## config.mk

```make
export PLATFORM = sky130hd
export DESIGN_NAME = ddr2axis_rd
export DESIGN_NICKNAME = d
export VERILOG_FILES = /design/src/rtl/ddr2axis_pkg.sv /design/src/rtl/ddr2axis_rd.sv
export SDC_FILE = /design/constraint.sdc
export NUM_CORES = 1
export LEC_CHECK = 0
export CAP_MARGIN = 5
export CORE_AREA = 5 5 134 136
export DETAILED_ROUTE_END_ITERATION = 6
export DIE_AREA = 0 0 139 141
export MAX_ROUTING_LAYER = met4
export PLACE_DENSITY = 0.65
export SETUP_SLACK_MARGIN = 0.05
export SLEW_MARGIN = 20
export SYNTH_ARGS = -nofsm -noshare
export SYNTH_HDL_FRONTEND = slang
export SYNTH_SLANG_ARGS = --single-unit
```

## constraint.sdc

```tcl
create_clock -name M_AXI_ACLK -period 3.7 [get_ports M_AXI_ACLK]
set_input_delay 0.74 -clock M_AXI_ACLK [delete_from_list [all_inputs] [get_ports M_AXI_ACLK]]
set_output_delay 0.74 -clock M_AXI_ACLK [all_outputs]
set_load 0.02 [all_outputs]
```

## src/rtl/ddr2axis_pkg.sv

```systemverilog
// ddr2axis_pkg: shared types and constants for the DDR-to-AXI-Stream frame reader.
// Holds the reader FSM state encoding, the fixed AXI field values and clogb2.
package ddr2axis_pkg;

  typedef enum logic [1:0] {
    ST_IDLE   = 2'd0,
    ST_AR_REQ = 2'd1,
    ST_R_DATA = 2'd2,
    ST_DONE   = 2'd3
  } state_t;

  localparam logic [1:0] BURST_INCR    = 2'b01;
  localparam logic [1:0] RESP_OKAY     = 2'b00;
  localparam logic [3:0] CACHE_DEFAULT = 4'b0011;

  // Number of bits needed to hold bit_depth (clogb2(16) = 5).
  function automatic int clogb2(input int bit_depth);
    int d;
    int n;
    d = bit_depth;
    n = 0;
    while (d > 0) begin
      n = n + 1;
      d = d >> 1;
    end
    return n;
  endfunction

endpackage

```

## src/rtl/ddr2axis_rd.sv

```systemverilog
// ddr2axis_rd: reads a frame from memory with single-outstanding AXI4 INCR bursts
// and forwards the read data as an AXI-Stream with TUSER on frame start and TLAST
// at every line end. Optional macro DDR2AXIS_CONTINUOUS_EN makes the reader
// restart the frame at the base address until stop is seen.
module ddr2axis_rd
  import ddr2axis_pkg::*;
#(
  parameter logic [31:0] C_M_TARGET_SLAVE_BASE_ADDR = 32'h1000_0000,
  parameter int          C_M_AXI_BURST_LEN          = 16,
  parameter int          C_M_AXI_ID_WIDTH           = 1,
  parameter int          C_M_AXI_ADDR_WIDTH         = 32,
  parameter int          C_M_AXI_DATA_WIDTH         = 128,
  parameter int          C_FRAME_BEATS              = 1024,
  parameter int          C_LINE_BEATS               = 64
) (
  input  logic                            M_AXI_ACLK,
  input  logic                            M_AXI_ARESET,
  input  logic                            start,
  input  logic                            stop,
  output logic                            busy,
  output logic                            done,
  output logic                            err,
  output logic [C_M_AXI_ID_WIDTH-1:0]     M_AXI_ARID,
  output logic [C_M_AXI_ADDR_WIDTH-1:0]   M_AXI_ARADDR,
  output logic [7:0]                      M_AXI_ARLEN,
  output logic [2:0]                      M_AXI_ARSIZE,
  output logic [1:0]                      M_AXI_ARBURST,
  output logic                            M_AXI_ARLOCK,
  output logic [3:0]                      M_AXI_ARCACHE,
  output logic [2:0]                      M_AXI_ARPROT,
  output logic [3:0]                      M_AXI_ARQOS,
  output logic                            M_AXI_ARVALID,
  input  logic                            M_AXI_ARREADY,
  input  logic [C_M_AXI_ID_WIDTH-1:0]     M_AXI_RID,
  input  logic [C_M_AXI_DATA_WIDTH-1:0]   M_AXI_RDATA,
  input  logic [1:0]                      M_AXI_RRESP,
  input  logic                            M_AXI_RLAST,
  input  logic                            M_AXI_RVALID,
  output logic                            M_AXI_RREADY,
  output logic [C_M_AXI_DATA_WIDTH-1:0]   M_AXIS_TDATA,
  output logic [C_M_AXI_DATA_WIDTH/8-1:0] M_AXIS_TSTRB,
  output logic                            M_AXIS_TVALID,
  output logic                            M_AXIS_TLAST,
  output logic                            M_AXIS_TUSER,
  input  logic                            M_AXIS_TREADY
);

  localparam int AW         = C_M_AXI_ADDR_WIDTH;
  localparam int LP_BEAT_W  = (C_FRAME_BEATS > 1) ? $clog2(C_FRAME_BEATS) : 1;
  localparam int LP_BURST_W = (C_M_AXI_BURST_LEN > 1) ? $clog2(C_M_AXI_BURST_LEN) : 1;
  localparam int LP_LINE_W  = (C_LINE_BEATS > 1) ? $clog2(C_LINE_BEATS) : 1;
  localparam logic [AW-1:0] LP_BASE     = AW'(C_M_TARGET_SLAVE_BASE_ADDR);
  localparam logic [AW-1:0] LP_ADDR_INC = AW'(C_M_AXI_BURST_LEN * (C_M_AXI_DATA_WIDTH / 8));

  state_t                  r_state;
  state_t                  w_state_nxt;
  logic [AW-1:0]           r_araddr;
  logic [LP_BEAT_W-1:0]    r_beat_cnt;
  logic [LP_BURST_W-1:0]   r_burst_cnt;
  logic [LP_LINE_W-1:0]    r_line_cnt;
  logic                    r_err;
  logic                    w_hs;
  logic                    w_burst_end;
  logic                    w_frame_end;
  logic                    w_line_end;
  logic                    w_unused_rid;

  assign w_hs        = (r_state == ST_R_DATA) && M_AXI_RVALID && M_AXIS_TREADY;
  assign w_burst_end = (r_burst_cnt == LP_BURST_W'(C_M_AXI_BURST_LEN - 1));
  assign w_frame_end = (r_beat_cnt == LP_BEAT_W'(C_FRAME_BEATS - 1));
  assign w_line_end  = (r_line_cnt == LP_LINE_W'(C_LINE_BEATS - 1));
  assign w_unused_rid = ^M_AXI_RID;

`ifdef DDR2AXIS_CONTINUOUS_EN
  logic r_stop_seen;
  logic w_stop;

  assign w_stop = r_stop_seen | stop;

  // Remember a stop request made while a frame is in flight.
  always_ff @(posedge M_AXI_ACLK or posedge M_AXI_ARESET) begin
    if (M_AXI_ARESET) begin
      r_stop_seen <= 1'b0;
    end else if (r_state == ST_IDLE || r_state == ST_DONE) begin
      r_stop_seen <= 1'b0;
    end else if (stop) begin
      r_stop_seen <= 1'b1;
    end
  end
`else
  logic w_unused_stop;
  assign w_unused_stop = stop;
`endif

  // State register.
  always_ff @(posedge M_AXI_ACLK or posedge M_AXI_ARESET) begin
    if (M_AXI_ARESET) begin
      r_state <= ST_IDLE;
    end else begin
      r_state <= w_state_nxt;
    end
  end

  // Next state; burst and frame boundaries follow the internal beat count, RLAST is only checked.
  always_comb begin
    w_state_nxt = r_state;
    case (r_state)
      ST_IDLE:   if (start) w_state_nxt = ST_AR_REQ;
      ST_AR_REQ: if (M_AXI_ARREADY) w_state_nxt = ST_R_DATA;
      ST_R_DATA: begin
        if (w_hs && w_frame_end) begin
          w_state_nxt = ST_DONE;
        end else if (w_hs && w_burst_end) begin
          w_state_nxt = ST_AR_REQ;
        end
      end
      ST_DONE: begin
`ifdef DDR2AXIS_CONTINUOUS_EN
        w_state_nxt = w_stop ? ST_IDLE : ST_AR_REQ;
`else
        w_state_nxt = ST_IDLE;
`endif
      end
      default:   w_state_nxt = ST_IDLE;
    endcase
  end

  // State-dependent outputs: AR request, stream pass-through gating, status.
  always_comb begin
    M_AXI_ARVALID = 1'b0;
    M_AXI_RREADY  = 1'b0;
    M_AXIS_TVALID = 1'b0;
    M_AXIS_TUSER  = 1'b0;
    M_AXIS_TLAST  = 1'b0;
    done          = 1'b0;
    busy          = (r_state != ST_IDLE);
    case (r_state)
      ST_AR_REQ: M_AXI_ARVALID = 1'b1;
      ST_R_DATA: begin
        M_AXIS_TVALID = M_AXI_RVALID;
        M_AXI_RREADY  = M_AXIS_TREADY;
        M_AXIS_TUSER  = (r_beat_cnt == '0);
        M_AXIS_TLAST  = w_line_end;
      end
      ST_DONE:   done = 1'b1;
      default:   ;
    endcase
  end

  // Burst address and sticky error flag.
  always_ff @(posedge M_AXI_ACLK or posedge M_AXI_ARESET) begin
    if (M_AXI_ARESET) begin
      r_araddr <= LP_BASE;
      r_err    <= 1'b0;
    end else begin
      if (r_state == ST_IDLE && start) begin
        r_araddr <= LP_BASE;
        r_err    <= 1'b0;
      end else if (r_state == ST_DONE) begin
        r_araddr <= LP_BASE;
      end else if (r_state == ST_AR_REQ && M_AXI_ARREADY) begin
        r_araddr <= r_araddr + LP_ADDR_INC;
      end
      if (w_hs && ((M_AXI_RRESP != RESP_OKAY) || (M_AXI_RLAST != w_burst_end))) begin
        r_err <= 1'b1;
      end
    end
  end

  // Frame, burst and line beat counters; they wrap to zero at their boundaries.
  always_ff @(posedge M_AXI_ACLK or posedge M_AXI_ARESET) begin
    if (M_AXI_ARESET) begin
      r_beat_cnt  <= '0;
      r_burst_cnt <= '0;
      r_line_cnt  <= '0;
    end else if (r_state == ST_IDLE && start) begin
      r_beat_cnt  <= '0;
      r_burst_cnt <= '0;
      r_line_cnt  <= '0;
    end else if (w_hs) begin
      r_beat_cnt  <= w_frame_end ? '0 : r_beat_cnt + 1'b1;
      r_burst_cnt <= w_burst_end ? '0 : r_burst_cnt + 1'b1;
      r_line_cnt  <= w_line_end  ? '0 : r_line_cnt + 1'b1;
    end
  end

  assign err           = r_err;
  assign M_AXI_ARADDR  = r_araddr;
  assign M_AXI_ARID    = '0;
  assign M_AXI_ARLEN   = 8'(C_M_AXI_BURST_LEN - 1);
  assign M_AXI_ARSIZE  = 3'(clogb2(C_M_AXI_DATA_WIDTH / 8) - 1);
  assign M_AXI_ARBURST = BURST_INCR;
  assign M_AXI_ARLOCK  = 1'b0;
  assign M_AXI_ARCACHE = CACHE_DEFAULT;
  assign M_AXI_ARPROT  = 3'b000;
  assign M_AXI_ARQOS   = 4'b0000;
  assign M_AXIS_TDATA  = M_AXI_RDATA;
  assign M_AXIS_TSTRB  = '1;

endmodule

```

### Yosys cells after proc, flatten, opt, wreduce, memory -nomap -nowiden

Index checks and enable logic that the tools add are counted.
Widths: inputs -> output; s select.

* muxes and demuxes: 25
* equality and inequality tests: 10
* $add $sub $neg: 4
* reductions and logical operators: 16

Operators by type and width (number)
* $mux 32: 3
* $add 32x9->32 const B: 1
* $mux 10: 3
* $mux 6: 3
* $mux 4: 3
* $add 10x1->10 const B: 1
* $eq 10x10->1 const B: 1
* $logic_not 10->1: 1
* $mux 1: 8
* $mux 2: 4
* $pmux 2 s4: 1
* $reduce_bool 2->1: 4
* $logic_and 1x1->1: 7
* $add 6x1->6 const B: 1
* $eq 6x6->1 const B: 1
* $add 4x1->4 const B: 1
* $eq 2x2->1 const B: 2
* $eq 4x4->1 const B: 1
* $ne 2x2->1 const B: 2
* $ne 3x1->1 const B: 1
* $reduce_and 3->1: 1
* $reduce_bool 3->1: 1
* $eq 2x1->1 const B: 1
* $logic_not 2->1: 1
* other kinds (2): 2

* flip-flop bits (word level): 55
* output and inout bits: 210
* input bits: 139

### Logic depth before layout (Yosys ltp)

Gate-level depths: netlist of the first run.

* depth after elaboration: 7
* depth in mapped cells: 6
* gate-level depth less buffers: 5

### Worst setup path before layout of the first run

Ideal clock, no wire load.

* path kind: register -> output
* start point: register r_state[1]
* end point: output M_AXIS_TUSER
* cell stages (with the launch flop): 5
* path buffers: 1
* slack: 1399 ps
* arrival: 1561 ps
* path through: dfrtp_1 > clkbuf_1 > nor2b_1 > nand4b_1 > nor4_1

* longest elaborated chain between the ends: 2

Ends and longest elaborated chain
* from (decl): line ddr2axis_rd.sv:55 `state_t r_state;`
* from (signal assigned): line ddr2axis_rd.sv:100 `r_state <= w_state_nxt;`
* $eq 2x2->1: line ddr2axis_rd.sv:137 `case (r_state)`
* $mux 1: line ddr2axis_rd.sv:137
* to (decl): line ddr2axis_rd.sv:44 `output logic M_AXIS_TUSER,`

No other way between the ends.

### Worst setup path after layout of the first run

* start point: register r_beat_cnt[5]
* end point: output M_AXIS_TUSER

* longest elaborated chain between the ends: 2

Ends and longest elaborated chain
* from (decl): line ddr2axis_rd.sv:58 `logic [LP_BEAT_W-1:0] r_beat_cnt;`
* from (signal assigned): line ddr2axis_rd.sv:181 `r_beat_cnt <= w_frame_end ? '0 : r_beat_cnt + 1'b1;`
* $logic_not 10->1: line ddr2axis_rd.sv:142 `M_AXIS_TUSER = (r_beat_cnt == '0);`
* $mux 1: line ddr2axis_rd.sv:137

No other way between the ends.

==> results_dict.tcl, run 1 <==
set metrics [dict create \
    routed_wl_mm 9.391 \
    grt_overflow 0 \
    portBuffers 40 \
    hold_viol_final 0 \
    r2r_cells 5 \
    multi_input_area_um2 1465 \
    hp-class "reg2reg" \
    synth_top_family_by_area "buffers and inverters" \
    yosysSeqAreaShare_pct 30.45 \
    ant_nets 0 \
    r2r-end "M_AXI_ARADDR[25]" \
    clock_skew_ps 8.452 \
    pin_count 349 \
    drc 0 \
    post-route-util_pct 21.19 \
    globalplace.congestion 0.7707 \
    final_cells 589 \
    die_h_um 141 \
    critical_path_buf_inv_count 1 \
    initial_utilization_pct 22.99 \
    cts_root_buf "clkbuf_16" \
    synth_cells 449 \
    avgRoutedWirePerCell_um 15.94 \
    diodes 0 \
    rsz0062_at_grt "no" \
    fillCellCount 1861 \
    synth-simple-area-share_pct 17.54 \
    cp_max_fo 4 \
    drt-pass1-iter-count 4 \
    tightestPinTransition_ps 854.4 \
    syn_avg_cell_area_um2 8.611 \
    hpwl_mm 7.350 \
    crit_top_cell "nor4_1" \
    coreArea_um2 16820 \
    critPathSlowestCell "clkdlybuf4s50_1" \
    peakVddDrop_mv 0.2320 \
    final_max_slew_viol_count 0 \
    synth_flop_cell "dfrtp_1" \
    htreeDepth 2 \
    vias 2455 \
    drt_first_iter_violations 197 \
    crit_type "reg2out" \
    setup_violations 0 \
    clkSinkCount 47 \
    cts_buffers 5 \
    drive_above_1_share_pct 5.495 \
    placed_area_um2 3403 \
    synth_edf_count 0 \
    finalWorstSetupSlack_ps 785.2 \
    finalCritPeriodShare_pct 78.78 \
    synthXorXnorAreaFrac_pct 3.625 \
    slowest_delay_ps 680 \
    ff2ff_setup_slack_ps 1660 \
    timing.fmax_mhz 343.1 \
    whs_ps 480.3 \
    end_kind "output port" \
    async_flop_share_pct 100.0 \
    timing.slew.headroom_pct 42.97 \
    post_cts_buffers 0 \
    muxShareOfSynthArea_pct 2.848 \
    insertion_delay_ps 280 \
    regToRegStartpoint "r_state[1]" \
    die_w_um 139 \
    required_ps 2960 \
    seq_area_um2 1177 \
    power.density_nw_per_um2 466.0 \
    ys_warn_count 0 \
    area_growth_pct -7.832 \
    setup_tns_ps 0 \
    cts_tree "done" \
    finalCriticalPeriod_ps 2915 \
    hold_start "err" \
    outcome "finished, final reports clean" \
    ys_ff_latch 47 \
    grtUsageTotal_pct 9.313 \
    grt_max_degree 48 \
    cp_top_family "simple AND/OR/NAND/NOR gates" \
    die-area_um2 19600 \
    antenna_found_initial 0 \
    fin_total_pwr_mw 1.661 \
    power.leakage_nw 1.512 \
    ys_types 49 \
    stdcell_area_um2 3563 \
    cts_resized 0 \
    final_common_cell "conb_1" \
    crit_chain "nor4_1 -> nand4b_1 -> nor4_1 -> clkdlybuf4s50_1" \
    preCtsSetupSlack_ps 937.8 \
    clk_path_buf_depth 2 \
    syn-cell-area_um2 3866 \
    placed_cells 582 \
    fin_nets 508 \
    mostFrequentLayoutCells "50 x conb_1, 46 x dfrtp_1, 40 x clkdlybuf4s50_1" \
    grt_pass1_vias 2340 \
    worst_ep_arrival_time_ps 2170 \
    grt_first_pass_wirelength_mm 14.12 \
    ctsHoldBuffers 0 \
    synth_adder_area_share_pct 1.618 \
    whs_path_depth 1 \
    num_rows 48 \
    worst_setup_path_start_kind "flip-flop" \
    synth_compound_area_share_pct 7.411 \
    cap_viol_max_count 0 \
    clk_pin_slew_ps 60 \
    hold_path_end "err" \
    vias_per_cell 4.168 \
]
-- cells by family (layout without fill, tap and decap cells) --
kind of cell    Yosys count  count (layout)
other cells               2              50
compound gates           46              46
buf+inv                 195              62
xor+xnor                 16              16
fa+ha+maj                 5               5
flops                    47              47
mux                      11              11
simple gates            127             127
-- flip-flops by register name, summed over array words and instances, names as in the netlist --
signal	count
M_AXI_ARADDR	24
err	1
r_beat_cnt	10
r_burst_cnt	4
r_line_cnt	6
r_state	2
-- worst max path at each step --
| stage | startpoint | to | slack [ps] | cells past startpoint |
|---|---|---|---|---|
| finish | r_beat_cnt[5] | M_AXIS_TUSER | 790 | 4 |
| global route | r_beat_cnt[5] | M_AXIS_TUSER | 630 | 4 |
| CTS | r_beat_cnt[5] | M_AXIS_TUSER | 780 | 4 |
| detailed placement | M_AXIS_TREADY | M_AXI_RREADY | 940 | 3 |
| global placement | M_AXI_RVALID | M_AXIS_TVALID | 940 | 3 |
| floorplan | r_state[1] | M_AXIS_TUSER | 1400 | 4 |
-- where the power goes --
part,leakage (nW),switching [mW],total [mW],internal (mW)
clock,0.0769,0.187,0.503,0.316
combinational,0.789,0.353,0.547,0.194
sequential,0.646,0.0464,0.611,0.564
total,1.51,0.587,1.66,1.07
-- worst register-to-register path, stage by stage, from the launching register on --
cell,delay (ps)
dfrtp_1,370
buf_4,190
or3b_1,520
a21o_1,270
or4b_1,480
a21oi_1,140
-- synth_stat cells (all sizes together) (5+ instances only) --
cell type    n  area [um2]
or3          6       37.54
nand2       31       116.4
nand3       14       70.07
nor2        23       86.33
clkbuf       6       23.77
xnor2        8       70.07
xor2         8       70.07
nor4         7       50.05
inv          9       33.78
buf        180        1346
dfrtp       46        1151
mux2i       11       110.1
nand4       10       68.81
a21oi       13       65.06
ha           5       62.56
o21ai       14       70.07
nor3         8       40.04
-- layer usage --
metal / part of all wire, % / track usage, %
met1: 38 / 10.68
met3: 11 / 4.138
met2: 43 / 13.09
met5: 0 / -
met4: 7.0 / 6.179
-- area by class of cell --
type	instances	area share, %
multi-input combinational	255	41.12
sequential	47	33.04
timing repair buffer	46	12.50
tap	225	7.900
clock buffer	6	3.617
inverter	9	0.9831
clock inverter	1	0.8427
No activity file was read; power rests on OpenSTA's default activity.
==> run 2: changes to the inputs <==
--- a/config.mk
+++ b/config.mk
@@ -6,11 +6,11 @@
 export NUM_CORES = 1
 export LEC_CHECK = 0
 export CAP_MARGIN = 5
-export CORE_AREA = 5 5 134 136
+export CORE_AREA = 5 5 133 135
 export DETAILED_ROUTE_END_ITERATION = 6
-export DIE_AREA = 0 0 139 141
+export DIE_AREA = 0 0 138 140
 export MAX_ROUTING_LAYER = met4
-export PLACE_DENSITY = 0.65
+export PLACE_DENSITY = 0.68
 export SETUP_SLACK_MARGIN = 0.05
 export SLEW_MARGIN = 20
 export SYNTH_ARGS = -nofsm -noshare
==> constraint.sdc (replaced) <==
create_clock -name M_AXI_ACLK -period 2.61 [get_ports M_AXI_ACLK]
set_input_delay 0.522 -clock M_AXI_ACLK [delete_from_list [all_inputs] [get_ports M_AXI_ACLK]]
set_output_delay 0.522 -clock M_AXI_ACLK [all_outputs]
set_load 0.02 [all_outputs]
==> results_dict.tcl, run 2 (same netlist as run 1, synthesis figures left out) <==
set metrics [dict create \
    pin_count 349 \
    crit_top_cell "nor4_1" \
    multi_input_area_um2 1465 \
    antenna_found_initial 0 \
    fillCellCount 1815 \
    grt_util_met1_pct 9.315 \
    use_met3_pct 6.510 \
    mostFrequentLayoutCells "50 x conb_1, 46 x dfrtp_1, 38 x clkdlybuf4s50_1" \
    cts_resized 2 \
    crit_type "reg2out" \
    timing.fmax_mhz 417.7 \
    tightestPinTransition_ps 605.4 \
    die-area_um2 19320 \
    use_met2_pct 14.41 \
    die_w_um 138 \
    drc 0 \
    hp-class "reg2reg" \
    drt-pass1-iter-count 4 \
    vias_per_cell 4.199 \
    initial_utilization_pct 23.65 \
    crit_chain "nor4_1 -> nand4b_1 -> nor4_1 -> dlygate4sd2_1" \
    ff2ff_setup_slack_ps 710 \
    timing.slew.headroom_pct 59.49 \
    grt_busiest_layer "met2" \
    slowest_delay_ps 420 \
    grt_max_degree 31 \
    grt_first_pass_wirelength_mm 14.17 \
    final_max_slew_viol_count 0 \
    hold_start "M_AXI_ARADDR[31]" \
    globalplace.congestion 0.8274 \
    peakVddDrop_mv 0.4110 \
    coreArea_um2 16350 \
    seq_area_um2 1177 \
    outcome "finished, final reports clean" \
    cap_viol_max_count 0 \
    vias 2494 \
    finalCriticalPeriod_ps 2394 \
    routed_wl_mm 9.831 \
    hpwl_mm 7.883 \
    portBuffers 40 \
    fin_nets 517 \
    ant_nets 0 \
    grtUsageTotal_pct 9.552 \
    setup_violations 0 \
    grt_pass1_vias 2305 \
    area_growth_pct -5.049 \
    hold_viol_final 0 \
    largest_reg_flops 24 \
    final_common_cell "conb_1" \
    diodes 0 \
    num_rows 47 \
    clk_pin_slew_ps 70 \
    grt_overflow 0 \
    placed_area_um2 3477 \
    power.leakage_nw 1.589 \
    critPathSlowestCell "dfrtp_1" \
    cp_max_fo 4 \
    regToRegStartpoint "r_state[1]" \
    r2r_cells 5 \
    placed_cells 586 \
    worst_setup_path_start_kind "flip-flop" \
    r2r-end "M_AXI_ARADDR[25]" \
    end_kind "output port" \
    cts_tree "done" \
    drive_above_1_share_pct 8.289 \
    clk_path_buf_depth 2 \
    hold_path_end "M_AXI_ARADDR[31]" \
    power.density_nw_per_um2 682.2 \
    ctsHoldBuffers 0 \
    post_cts_buffers 0 \
    insertion_delay_ps 290 \
    required_ps 2090 \
    cts_buffers 5 \
    stdcell_area_um2 3671 \
    avgRoutedWirePerCell_um 16.55 \
    clkSinkCount 47 \
    setup_tns_ps 0 \
    cts_root_buf "clkbuf_16" \
    drt_first_iter_violations 123 \
    htreeDepth 2 \
    finalCritPeriodShare_pct 91.72 \
    whs_path_depth 1 \
    die_h_um 140 \
    rsz0062_at_grt "no" \
    worst_ep_arrival_time_ps 1870 \
    clock_skew_ps 8.146 \
    final_cells 594 \
]
-- run 2: critical path: cells and delay by family, from the launching register on --
family | cells | cell delay (ps)
simple gates | 3 | 770
buf+inv | 1 | 390
flops | 1 | 420
-- run 2: per-stage QoR --
step / utilization [%] / power [mW] / worst slack [ps] / hold WS, ps
finish: 22.46 / 2.504 / 216.1 / 477.6
global route: 22.46 / 2.622 / 71.37 / 496.8
CTS: 22.46 / 2.536 / 207.9 / 484.0
detailed placement: 21.27 / 1.677 / 221.7 / 468.9
global placement: 21.27 / 1.668 / 206.7 / 461.5
floorplan: - / 1.691 / 526.6 / 442.9
-- run 2: final cells by class --
class                      count  area share, %
multi-input combinational    255          39.91
sequential                    47          32.07
timing repair buffer          55          14.25
tap                          220          7.498
clock buffer                   5          3.408
clock inverter                 3          1.943
inverter                       9         0.9202
-- run 2: worst max-delay path by stage --
stage,end,startpoint,slack [ps]
after floorplan,M_AXIS_TUSER,r_state[1],530
after global placement,M_AXIS_TUSER,r_beat_cnt[5],210
after detailed placement,M_AXI_ARADDR[25],start,220
after CTS,M_AXIS_TUSER,r_beat_cnt[5],210
after global routing,M_AXIS_TUSER,r_beat_cnt[5],70
final,M_AXIS_TUSER,r_beat_cnt[5],220
-- run 2: power breakdown --
group	switching, mW	internal, mW
sequential	0.0681	0.800
clock	0.293	0.556
combinational	0.497	0.291
total	0.858	1.65
-- run 2: per-layer routing --
layer  up-vias  part of all wire (%)
met2       183                    46
met5         -                     0
met4         0                   4.8
li1       1133                     -
met3        50                    17
met1      1128                    32
